**src/rtl/seq_timing_ctrl.sv**
```systemverilog
// Sequence-counter controller for the Basic Computer timing chain: owns SC,
// the start/stop flip-flop S and the interrupt-cycle flip-flop R.
module seq_timing_ctrl #(
  parameter int T_LIMIT = 15
) (
  input  logic        clk,
  input  logic        rst,
  input  logic        start,
  input  logic        hlt,
  input  logic        sc_clr,
  input  logic        int_req,
  output logic [3:0]  sc,
  output logic [15:0] t,
  output logic        s_run,
  output logic        r_int,
  output logic        fetch,
  output logic        decode,
  output logic        int_cycle,
  output logic        wrap_err
);

  localparam logic [3:0] LIMIT = 4'(T_LIMIT);

  logic [3:0] sc_q, sc_d;
  logic       s_q, s_d;
  logic       r_q, r_d;
  logic       werr_q, werr_d;

  always_ff @(posedge clk) begin
    if (rst) begin
      sc_q   <= '0;
      s_q    <= 1'b0;
      r_q    <= 1'b0;
      werr_q <= 1'b0;
    end else begin
      sc_q   <= sc_d;
      s_q    <= s_d;
      r_q    <= r_d;
      werr_q <= werr_d;
    end
  end

  always_comb begin
    s_d    = s_q;
    sc_d   = sc_q;
    r_d    = r_q;
    werr_d = werr_q;

    if (hlt)        s_d = 1'b0;
    else if (start) s_d = 1'b1;

    // SC priority chain; hlt leaves R untouched so a pending interrupt survives.
    if (hlt) begin
      sc_d = '0;
    end else if (!s_q) begin
      sc_d = sc_q;
    end else if (r_q && (sc_q == 4'd2)) begin
      sc_d = '0;
      r_d  = 1'b0;
    end else if (sc_clr) begin
      sc_d = '0;
    end else if (sc_q == LIMIT) begin
      sc_d   = '0;
      werr_d = 1'b1;
    end else begin
      sc_d = sc_q + 4'd1;
    end

    // Interrupt is latched mid-instruction so the next boundary enters RT0.
    if (s_q && !r_q && (sc_q >= 4'd3) && int_req) r_d = 1'b1;
  end

  assign sc        = sc_q;
  assign s_run     = s_q;
  assign r_int     = r_q;
  assign wrap_err  = werr_q;
  assign t         = s_q ? (16'd1 << sc_q) : 16'd0;
  assign fetch     = s_q && !r_q && (sc_q < 4'd2);
  assign decode    = s_q && !r_q && (sc_q == 4'd2);
  assign int_cycle = s_q && r_q && (sc_q < 4'd3);

endmodule

```
**config.mk**
```make
export PLATFORM = sky130hd
export DESIGN_NAME = seq_timing_ctrl
export DESIGN_NICKNAME = d
export VERILOG_FILES = /design/src/rtl/seq_timing_ctrl.sv
export SDC_FILE = /design/constraint.sdc
export NUM_CORES = 1
export LEC_CHECK = 0
export BUFFER_PORTS_ARGS = -buffer_cell sky130_fd_sc_hd__buf_4
export CAP_MARGIN = 20
export CORE_ASPECT_RATIO = 1.25
export CORE_MARGIN = 3
export CORE_UTILIZATION = 35
export CTS_CLUSTER_SIZE = 10
export DETAILED_ROUTE_END_ITERATION = 16
export PLACE_DENSITY = 0.68
export SLEW_MARGIN = 40
export SYNTH_ARGS = -nofsm -noshare
export SYNTH_HDL_FRONTEND = slang
export SYNTH_SLANG_ARGS = --single-unit
export TNS_END_PERCENT = 20
```
**constraint.sdc**
```tcl
create_clock -name clk -period 1.8 [get_ports clk]
set_clock_uncertainty 0.2 [all_clocks]
set_input_delay 0.27 -clock clk [delete_from_list [all_inputs] [get_ports clk]]
set_output_delay 0.27 -clock clk [all_outputs]
set_load 0.05 [all_outputs]
```
# [Word-level counts from Yosys, hierarchy flattened]
# Index checks and enable logic that the tools add are counted.
[totals] register_bits=7 latchBits=0 mem_bits_rw=0 romBits=0 inputBits=6 out_inout_bits=26 n_memories=0
[op_classes] addsub=1 multipliers=0 div=0 order_cmp=3 eq_ne=3 shifts=1 n_mux=8 n_bitwise=3 reduce_logical=14
[ops] cell="16-bit 2-to-1 mux" count=1
[ops] cell="1-bit by 4-bit left shift with 16-bit output, first input constant" count=1
[ops] cell="4-bit 2-to-1 mux" count=3
[ops] cell="1-bit logical AND" count=8
[ops] cell="4-bit by 2-bit < comparator with 1-bit output, second input constant" count=2
[ops] cell="5-bit AND reduction" count=1
[ops] cell="4-bit by 1-bit adder with 4-bit output, second input constant" count=1
[ops] cell="4-bit by 2-bit == test with 1-bit output, second input constant" count=1
[ops] cell="4-bit == test, second input constant" count=1
[ops] cell="4-bit by 2-bit greater-or-equal comparator with 1-bit output, second input constant" count=1
[ops] cell="1-bit 2-to-1 mux" count=4
[ops] cell="2-bit nonzero test" count=2
[ops] cell="1-bit inverter" count=3
[ops] cell="3-bit AND reduction" count=1
[ops] cell="2-bit by 1-bit inequality test with 1-bit output, second input constant" count=1
[ops] cell="2-bit OR reduction" count=1
[ops] cell="1-bit zero test" count=1

# [Logic depth before layout (Yosys ltp)]
# Gate-level depths: netlist (run 1).
[depth] ltp_word=6 ltp_mapped=5 depth_no_buf=5

# [Worst setup path before layout (run 1)]
# OpenSTA, ideal clock, no wires.
[synth_timing] kind="flip-flop to output port" start="reg s_q, in the netlist s_run" end="out t[4]" arrival_time_ps=2250 t_required_ps=1330 slack_ps=-920 path_stages_with_launch=4 n_path_buf=1 cell_sequence="dfxtp_1 -> buf_4 -> nand2_1 -> nor3b_1"
[synth_between] elab_chain_len=1
[synth_rtl] element="start: declaration" line_no="25" rtl="logic s_q, s_d;"
[synth_rtl] element="start signal: assignment" line_no="32" rtl="s_q <= 1'b0;"
[synth_rtl] element="start signal: assignment" line_no="37" rtl="s_q <= s_d;"
[synth_rtl] element="16-bit 2-to-1 mux" line_no="77" rtl="assign t = s_q ? (16'd1 << sc_q) : 16'd0;"
[synth_rtl] element="end: declaration" line_no="13" rtl="output logic [15:0] t,"
# No other way between the ends.

# [Final worst setup path (run 1)]
[layout_timing] start="reg sc_q[0], in the netlist sc[0]" end="out t[11]"
[layout_between] elab_chain_len=2
[layout_rtl] element="start: declaration" line_no="24" rtl="logic [3:0] sc_q, sc_d;"
[layout_rtl] element="start signal: assignment" line_no="31" rtl="sc_q <= '0;"
[layout_rtl] element="start signal: assignment" line_no="36" rtl="sc_q <= sc_d;"
[layout_rtl] element="1-bit by 4-bit left shift with 16-bit output" line_no="77"
[layout_rtl] element="16-bit 2-to-1 mux" line_no="77"
# No other way between the ends.

==> out/summary.json, run 1 <==
{
  "status": {"value": "finished clean"},
  "synth-edff-count": {"value": 0},
  "die_area": {"value": 2190, "unit": "sq um"},
  "ys_top_cells_by_area": {"value": "sky130_fd_sc_hd__dfxtp_1, sky130_fd_sc_hd__ha_1, sky130_fd_sc_hd__and3_1, sky130_fd_sc_hd__nor3b_1, sky130_fd_sc_hd__and2_1"},
  "area.growth.synth_to_final": {"value": 98.9, "unit": "%"},
  "power_density": {"value": 304, "unit": "nW/um^2"},
  "number_of_detailed_routing_iterations_run_before_antenna_repair": {"value": 3},
  "sequential_area_share_after_synthesis": {"value": 0.240},
  "grt_max_degree": {"value": 14},
  "gr-usage-all-layers": {"value": 0.169},
  "final_layout_size_suffix_gt1_frac": {"value": 0.649},
  "max-cap-violations": {"value": 0},
  "die_outline_height": {"value": 51.6, "unit": "microns"},
  "timing.critical_path.arrival": {"value": 1.33, "unit": "ns"},
  "syn_avg_cell_area": {"value": 8.21, "unit": "sq um"},
  "antenna_violating_nets_post_route": {"value": 0},
  "drt_drc_violations_left": {"value": 0},
  "die-width": {"value": 42.5, "unit": "microns"},
  "timing.critical_path.fanout_max": {"value": 3},
  "cp-end-kind": {"value": "primary output"},
  "required": {"value": 1.33, "unit": "ns"},
  "routed_length_on_met3": {"value": 79, "unit": "microns"},
  "finalCriticalPeriod": {"value": 1.80, "unit": "ns"},
  "post_synth_inst_count": {"value": 71},
  "wl_per_cell": {"value": 13.4, "unit": "microns"},
  "clock_insertion_delay_worst_skew": {"value": 0.24, "unit": "ns"},
  "tightest_hold_margin": {"value": 0.0312, "unit": "ns"},
  "min_path_type": {"value": "in2reg"},
  "worst_setup_path_endpoint": {"value": "t[11]"},
  "setup_crit_start_kind": {"value": "flop"},
  "met2_wirelength": {"value": 893, "unit": "microns"},
  "fin_total_pwr": {"value": 0.000353, "unit": "W"},
  "worstSetupPathType": {"value": "reg2out"},
  "ys_types": {"value": 28},
  "grt.overflow.total": {"value": 0},
  "top_level_ports": {"value": 32},
  "netlist.area_leader.share": {"value": 0.240},
  "rows": {"value": 15},
  "timing.final.setup_violations": {"value": 0},
  "filler_cell_count": {"value": 115},
  "n_antenna_cell": {"value": 0},
  "final.period_utilization": {"value": 0.998},
  "initial_util": {"value": 0.398},
  "maxSlewViolCount": {"value": 0},
  "cts.sink_count": {"value": 7},
  "clock_tree.root_cell": {"value": "sky130_fd_sc_hd__clkbuf_4"},
  "worst_r2r_startpoint": {"value": "sc[0]"},
  "cts_made_buffers": {"value": 3},
  "setup.worst_path.start": {"value": "sc[0]"},
  "port_buffers": {"value": 31},
  "gp_congestion": {"value": 0.783},
  "top_layer": {"value": "met4"},
  "nets": {"value": 124},
  "synth.ff_latch_count": {"value": 7},
  "async_reset_ff_frac": {"value": 0},
  "peakVddDrop": {"value": 0.000319, "unit": "V"},
  "r2r_end": {"value": "sc[2]"},
  "syn_area": {"value": 583, "unit": "sq um"},
  "worst-r2r-setup-slack": {"value": 0.11, "unit": "ns"},
  "tightest_slew": {"value": 0.296, "unit": "ns"},
  "routed-via-count": {"value": 673},
  "ys_top_cells_by_count": {"value": "sky130_fd_sc_hd__dfxtp_1, sky130_fd_sc_hd__nor2_1, sky130_fd_sc_hd__and3_1, sky130_fd_sc_hd__ha_1"},
  "ff2ff_path_depth": {"value": 4},
  "route.final.wire_length": {"value": 1710, "unit": "microns"},
  "wl_met1": {"value": 694, "unit": "microns"},
  "preCtsSetupSlack": {"value": 0.111, "unit": "ns"},
  "clk_transition_reported_paths": {"value": 0.05, "unit": "ns"},
  "remaining_max_slew_budget_at_the_tightest_pin": {"value": 0.802},
  "setup_tns": {"value": 0, "unit": "ns"},
  "final_hold_viol_count": {"value": 0},
  "ctsLongestPathBuffers": {"value": 2},
  "hpwl": {"value": 1300, "unit": "microns"},
  "most_used_flip_flop_cell_after_synthesis": {"value": "sky130_fd_sc_hd__dfxtp_1"},
  "syn_nets": {"value": 83},
  "first_global_vias": {"value": 662},
  "grt_first_pass_wirelength": {"value": 2840, "unit": "microns"},
  "drt_iter0_markers": {"value": 14},
  "clock_tree_from_tritoncts": {"value": "built"},
  "route.detailed.vias_per_inst": {"value": 5.26},
  "static_leakage": {"value": 0.495, "unit": "nW"},
  "synth_top_cell_by_area": {"value": "sky130_fd_sc_hd__dfxtp_1"},
  "finalCoreUtilization": {"value": 0.792},
  "final_critical_path_setup_slack": {"value": 0.00305, "unit": "ns"},
  "clock.fmax": {"value": 0.556, "unit": "GHz"},
  "antenna_violations_before_repair": {"value": 0},
  "ctsHtreeMaxLevel": {"value": 1},
  "coreArea": {"value": 1460, "unit": "sq um"},
  "grt_setup_unrepaired": {"value": "true"},
  "synth-warning-count": {"value": 0}
}
[worst max-delay path, cell delays in order, from the launching register on]
cell and delay (ns):
sky130_fd_sc_hd__dfxtp_2 0.33, sky130_fd_sc_hd__ha_2 0.20, sky130_fd_sc_hd__ha_1 0.19, sky130_fd_sc_hd__and3_2 0.21, sky130_fd_sc_hd__buf_6 0.15
[repair_timing]
action | 4_1_cts | 5_1_grt
endpoints found under the setup margin | 16 | 18
resized for setup | 26 | 16
cloned | 0 | 0
hold endpoints to repair | 2 | 0
setup buffers | 1 | 0
pin swaps | 3 | 1
hold buffers | 1 | 0
[layout make-up]
class                      instances  area [sq um]  share of cell area
multi-input combinational         56           551               0.475
clock buffer                       4          26.3              0.0227
sequential                         7           156               0.135
tap                               17          21.3              0.0183
timing repair buffer              40           385               0.332
inverter                           4          20.0              0.0173
[registers in the layout, indices dropped and copies added (netlist names)]
| name | flops |
|---|---|
| sc | 4 |
| s_run | 1 |
| r_int | 1 |
| wrap_err | 1 |
[per-layer routing]
layer / track usage / vias up
met5: 0 / -
met2: 0.310 / 24
met1: 0.176 / 304
met3: 0.0346 / 6
li1: - / 339
met4: 0.0984 / 0
[through the flow]
| step | area [sq um] | cells |
|---|---|---|
| after floorplan | 663 | 71 |
| after global routing | 1160 | 128 |
| after CTS | 1100 | 128 |
| after detailed placement | 945 | 122 |
| final | 1160 | 128 |
| after global placement | 945 | 122 |
[worst min-delay path by stage]
stage / startpoint / to / slack (ns) / cells after the start
global route: start / s_run / 0.07 / 3
detailed placement: rst / wrap_err / 0.25 / 2
floorplan: rst / wrap_err / 0.14 / 1
global placement: rst / wrap_err / 0.25 / 2
finish: start / s_run / 0.03 / 3
CTS: start / s_run / 0.03 / 3
[where the power goes]
| part | switching (W) | internal (W) | total (W) |
|---|---|---|---|
| Clock | 0.0000504 | 0.0000841 | 0.000134 |
| Combinational | 0.0000340 | 0.0000306 | 0.0000645 |
| Sequential | 0.00000219 | 0.000152 | 0.000154 |
[logic make-up (layout without fill, tap and decap cells)]
kind of cell    count (synthesis)  count (layout)  synth area share
compound gates                 10              10             0.124
fa+ha+maj                       6               6             0.129
flops                           7               7             0.240
buf+inv                         8              48            0.0665
simple gates                   40              40             0.440
[cell usage in the layout (no fill, tap or decap), types with 2 or more instances in the layout]
cell,count
sky130_fd_sc_hd__clkbuf_4,3
sky130_fd_sc_hd__a31oi_1,3
sky130_fd_sc_hd__nor2b_4,2
sky130_fd_sc_hd__buf_8,3
sky130_fd_sc_hd__nand2_1,2
sky130_fd_sc_hd__nor3b_4,4
sky130_fd_sc_hd__ha_1,2
sky130_fd_sc_hd__ha_4,3
sky130_fd_sc_hd__buf_6,16
sky130_fd_sc_hd__nand2b_1,2
sky130_fd_sc_hd__dfxtp_1,2
sky130_fd_sc_hd__buf_4,20
sky130_fd_sc_hd__nor2_1,6
sky130_fd_sc_hd__o32ai_1,2
sky130_fd_sc_hd__dfxtp_4,4
sky130_fd_sc_hd__and2_4,2
sky130_fd_sc_hd__or4b_1,2
sky130_fd_sc_hd__and2_1,3
sky130_fd_sc_hd__and3_2,5
sky130_fd_sc_hd__inv_1,2
sky130_fd_sc_hd__and3b_1,2
Note: power is estimated with default switching activity, not from simulation.
==> run 2, diff against run 1 <==
--- a/config.mk
+++ b/config.mk
@@ -7,7 +7,6 @@
 export LEC_CHECK = 0
 export BUFFER_PORTS_ARGS = -buffer_cell sky130_fd_sc_hd__buf_4
 export CAP_MARGIN = 20
-export CORE_ASPECT_RATIO = 1.25
 export CORE_MARGIN = 3
 export CORE_UTILIZATION = 35
 export CTS_CLUSTER_SIZE = 10
==> constraint.sdc (replaced) <==
create_clock -name clk -period 1.8 [get_ports clk]
set_clock_uncertainty 0.2 [all_clocks]
set_input_delay 0.27 -clock clk [delete_from_list [all_inputs] [get_ports clk]]
set_output_delay 0.27 -clock clk [all_outputs]
set_load 0.01 [all_outputs]
==> run 2 against run 1 <==
Against the previous run: the run now ends with setup timing left; die area shrank 0.14%; non-clock buffer count grew 3; cell count is 1.6% higher; first-iteration DRC count fell by 7.1%; count of clock-buffer cells in the layout did not move; fmax fell by 0.99%; via count grew 4.0%; combinational power down 28%; sequential share of layout area up 1.3 points; final area down 11%; worst setup slack got worse by 0.018 ns; critical path type unchanged; critical endpoint is now t[7].
==> out/summary.json, run 2 (synthesized netlist as in run 1, its figures left out) <==
{
  "nets": {"value": 127, "change": "was 124"},
  "cts.sink_count": {"value": 7, "change": "unchanged"},
  "p_sw_frac": {"value": 0.259, "change": "was 0.245"},
  "final_layout_size_suffix_gt1_frac": {"value": 0.561, "change": "was 0.649"},
  "power.switching": {"value": 0.0000919, "unit": "W", "change": "was 0.0000865 W"},
  "clock.fmax": {"value": 0.551, "unit": "GHz", "change": "was 0.556 GHz"},
  "rows": {"value": 14, "change": "was 15"},
  "timing.final.setup_violations": {"value": 2, "change": "was 0"},
  "first_global_vias": {"value": 645, "change": "was 662"},
  "area.growth.synth_to_final": {"value": 76.8, "unit": "%", "change": "was 98.9%"},
  "wl_per_cell": {"value": 13.9, "unit": "microns", "change": "was 13.4 microns"},
  "final.period_utilization": {"value": 1.01, "change": "was 0.998"},
  "internal_power": {"value": 0.000262, "unit": "W", "change": "was 0.000266 W"},
  "antenna_violating_nets_post_route": {"value": 0, "change": "unchanged"},
  "die_area": {"value": 2190, "unit": "sq um", "change": "about the same"},
  "route.final.wire_length": {"value": 1810, "unit": "microns", "change": "was 1710 microns"},
  "static_leakage": {"value": 0.483, "unit": "nW", "change": "was 0.495 nW"},
  "failed_checks": {"value": "setup timing"},
  "clk_transition_reported_paths": {"value": 0.06, "unit": "ns", "change": "was 0.05 ns"},
  "min_path_type": {"value": "in2reg", "change": "unchanged"},
  "cts_made_buffers": {"value": 3, "change": "unchanged"},
  "gr-usage-all-layers": {"value": 0.184, "change": "was 0.169"},
  "drt_drc_violations_left": {"value": 0, "change": "unchanged"},
  "clock_tree_from_tritoncts": {"value": "built", "change": "unchanged"},
  "maxSlewViolCount": {"value": 0, "change": "unchanged"},
  "placed_cells_incl_taps": {"value": 120, "change": "was 122"},
  "final_common_cell": {"value": "sky130_fd_sc_hd__buf_4", "change": "unchanged"},
  "timing.critical_path.arrival": {"value": 1.34, "unit": "ns", "change": "was 1.33 ns"},
  "final_hold_viol_count": {"value": 0, "change": "unchanged"},
  "max-cap-violations": {"value": 0, "change": "unchanged"},
  "die_outline_height": {"value": 46.8, "unit": "microns", "change": "was 51.6 microns"},
  "antenna_violations_before_repair": {"value": 0, "change": "unchanged"},
  "setup_tns": {"value": -0.0206, "unit": "ns", "change": "was 0 ns"},
  "setup_crit_start_kind": {"value": "flop", "change": "unchanged"},
  "layoutNonFillerInstCount": {"value": 130, "change": "was 128"},
  "cp-end-kind": {"value": "primary output", "change": "unchanged"},
  "grt_max_degree": {"value": 19, "change": "was 14"},
  "mostFrequentLayoutCells": {"value": "sky130_fd_sc_hd__buf_4, sky130_fd_sc_hd__nor2_1, sky130_fd_sc_hd__and2_1", "change": "was sky130_fd_sc_hd__buf_4, sky130_fd_sc_hd__buf_6, sky130_fd_sc_hd__nor2_1"},
  "largest_reg_flops": {"value": 4, "change": "unchanged"},
  "coreArea": {"value": 1540, "unit": "sq um", "change": "was 1460 sq um"},
  "port_buffers": {"value": 31, "change": "unchanged"},
  "peakVddDrop": {"value": 0.000310, "unit": "V", "change": "was 0.000319 V"},
  "die-width": {"value": 46.8, "unit": "microns", "change": "was 42.5 microns"},
  "power_density": {"value": 343, "unit": "nW/um^2", "change": "was 304 nW/um^2"},
  "ctsHtreeMaxLevel": {"value": 1, "change": "unchanged"},
  "route.detailed.vias_per_inst": {"value": 5.38, "change": "was 5.26"},
  "top_level_ports": {"value": 32, "change": "unchanged"},
  "drt_iter0_markers": {"value": 13, "change": "was 14"},
  "required": {"value": 1.33, "unit": "ns", "change": "about the same"},
  "routed-via-count": {"value": 700, "change": "was 673"},
  "worstSetupPathType": {"value": "reg2out", "change": "unchanged"},
  "grt.overflow.total": {"value": 0, "change": "unchanged"},
  "final_critical_path_setup_slack": {"value": -0.0149, "unit": "ns", "change": "was 0.00305 ns"},
  "power.share.sequential": {"value": 0.433, "change": "was 0.436"},
  "gp_congestion": {"value": 0.906, "change": "was 0.783"},
  "part_of_the_total_power_dissipated_in_combinational_logic": {"value": 0.131, "change": "was 0.183"},
  "power_frac_clock": {"value": 0.436, "change": "was 0.381"},
  "n_antenna_cell": {"value": 0, "change": "unchanged"},
  "number_of_detailed_routing_iterations_run_before_antenna_repair": {"value": 4, "change": "was 3"},
  "finalCriticalPeriod": {"value": 1.81, "unit": "ns", "change": "was 1.80 ns"},
  "status": {"value": "finished, violations left", "change": "was finished clean"},
  "initial_util": {"value": 0.378, "change": "was 0.398"},
  "tightest_slew": {"value": 0.305, "unit": "ns", "change": "was 0.296 ns"},
  "clock_tree.root_cell": {"value": "sky130_fd_sc_hd__clkbuf_4", "change": "unchanged"},
  "remaining_max_slew_budget_at_the_tightest_pin": {"value": 0.797, "change": "was 0.802"},
  "grt_setup_unrepaired": {"value": "true", "change": "unchanged"},
  "timing.critical_path.fanout_max": {"value": 5, "change": "was 3"},
  "hpwl": {"value": 1240, "unit": "microns", "change": "was 1300 microns"},
  "clock_insertion_delay_worst_skew": {"value": 0.26, "unit": "ns", "change": "was 0.24 ns"},
  "filler_cell_count": {"value": 138, "change": "was 115"},
  "grt_first_pass_wirelength": {"value": 2840, "unit": "microns", "change": "about the same"},
  "ctsLongestPathBuffers": {"value": 2, "change": "unchanged"}
}
-- run 2: changes by cell type in the layout (fill, tap and decap cells not counted), moves of 2 or more --
cell / change
sky130_fd_sc_hd__nor3b_2: +3
sky130_fd_sc_hd__and3_2: -5
sky130_fd_sc_hd__buf_8: -3
sky130_fd_sc_hd__nor3b_4: -4
sky130_fd_sc_hd__and2_1: +2
sky130_fd_sc_hd__and2_4: -2
sky130_fd_sc_hd__buf_6: -12
sky130_fd_sc_hd__nor2b_4: -2
sky130_fd_sc_hd__buf_4: +18
sky130_fd_sc_hd__and3_1: +4
-- run 2: worst paths after layout --
check        endpoint  depth (start not counted)  slack, ns      from
max              t[7]                          5      -0.01     sc[1]
min             s_run                          3       0.02     start
max reg2reg     sc[2]                          4       0.05     sc[1]
min reg2reg  wrap_err                          2       0.28  wrap_err
-- run 2: through the flow --
step | area, sq um | util | worst slack [ns] | hold WS (ns) | power (W)
finish | 1030 | 0.669 | -0.0149 | 0.0180 | 0.000354
global route | 1030 | 0.669 | -0.0637 | 0.0251 | 0.000374
CTS | 967 | 0.627 | -0.0417 | 0.0137 | 0.000356
detailed placement | 862 | 0.559 | 0.0775 | 0.251 | 0.000202
global placement | 862 | 0.559 | 0.148 | 0.250 | 0.000201
floorplan | 588 | - | 0.0583 | 0.142 | 0.000178
-- run 2: metal layers --
| layer | global-route usage | routed length [microns] | up-vias |
|---|---|---|---|
| li1 | - | - | 343 |
| met1 | 0.215 | 734 | 331 |
| met2 | 0.312 | 927 | 24 |
| met3 | 0.0383 | 133 | 2 |
| met4 | 0.0994 | 9 | 0 |
| met5 | 0 | 0 | - |
-- run 2: timing repair --
| item | CTS | global route |
|---|---|---|
| hold endpoints to repair | 2 | 0 |
| hold buffers | 1 | 0 |
| setup endpoints to repair | 8 | 18 |
| resized for setup | 9 | 15 |
| setup buffers | 4 | 1 |
| pin swaps | 2 | 2 |
-- run 2: area by class of cell --
type | count | area [sq um] | share of cell area
multi-input cells | 56 | 477 | 0.462
clock buffers | 4 | 26.3 | 0.0255
well taps | 16 | 20.0 | 0.0194
inverters | 4 | 15.0 | 0.0146
flip-flops and latches | 7 | 153 | 0.148
repair buffers | 43 | 340 | 0.330
-- run 2: critical path: stages (launching register included) --
cell and delay, ns:
sky130_fd_sc_hd__dfxtp_4 0.37, sky130_fd_sc_hd__ha_4 0.16, sky130_fd_sc_hd__buf_6 0.12, sky130_fd_sc_hd__ha_4 0.14
sky130_fd_sc_hd__and3b_1 0.17, sky130_fd_sc_hd__buf_6 0.12
-- run 2: power by group through the flow --
stage          Clock [W]  Sequential [W]  Combinational, W
2_1_floorplan          0        0.000163         0.0000157
3_5_place_dp           0        0.000161         0.0000405
6_report        0.000154        0.000153         0.0000463
4_1_cts         0.000157        0.000155         0.0000443
5_1_grt         0.000170        0.000154         0.0000502
3_3_place_gp           0        0.000161         0.0000405
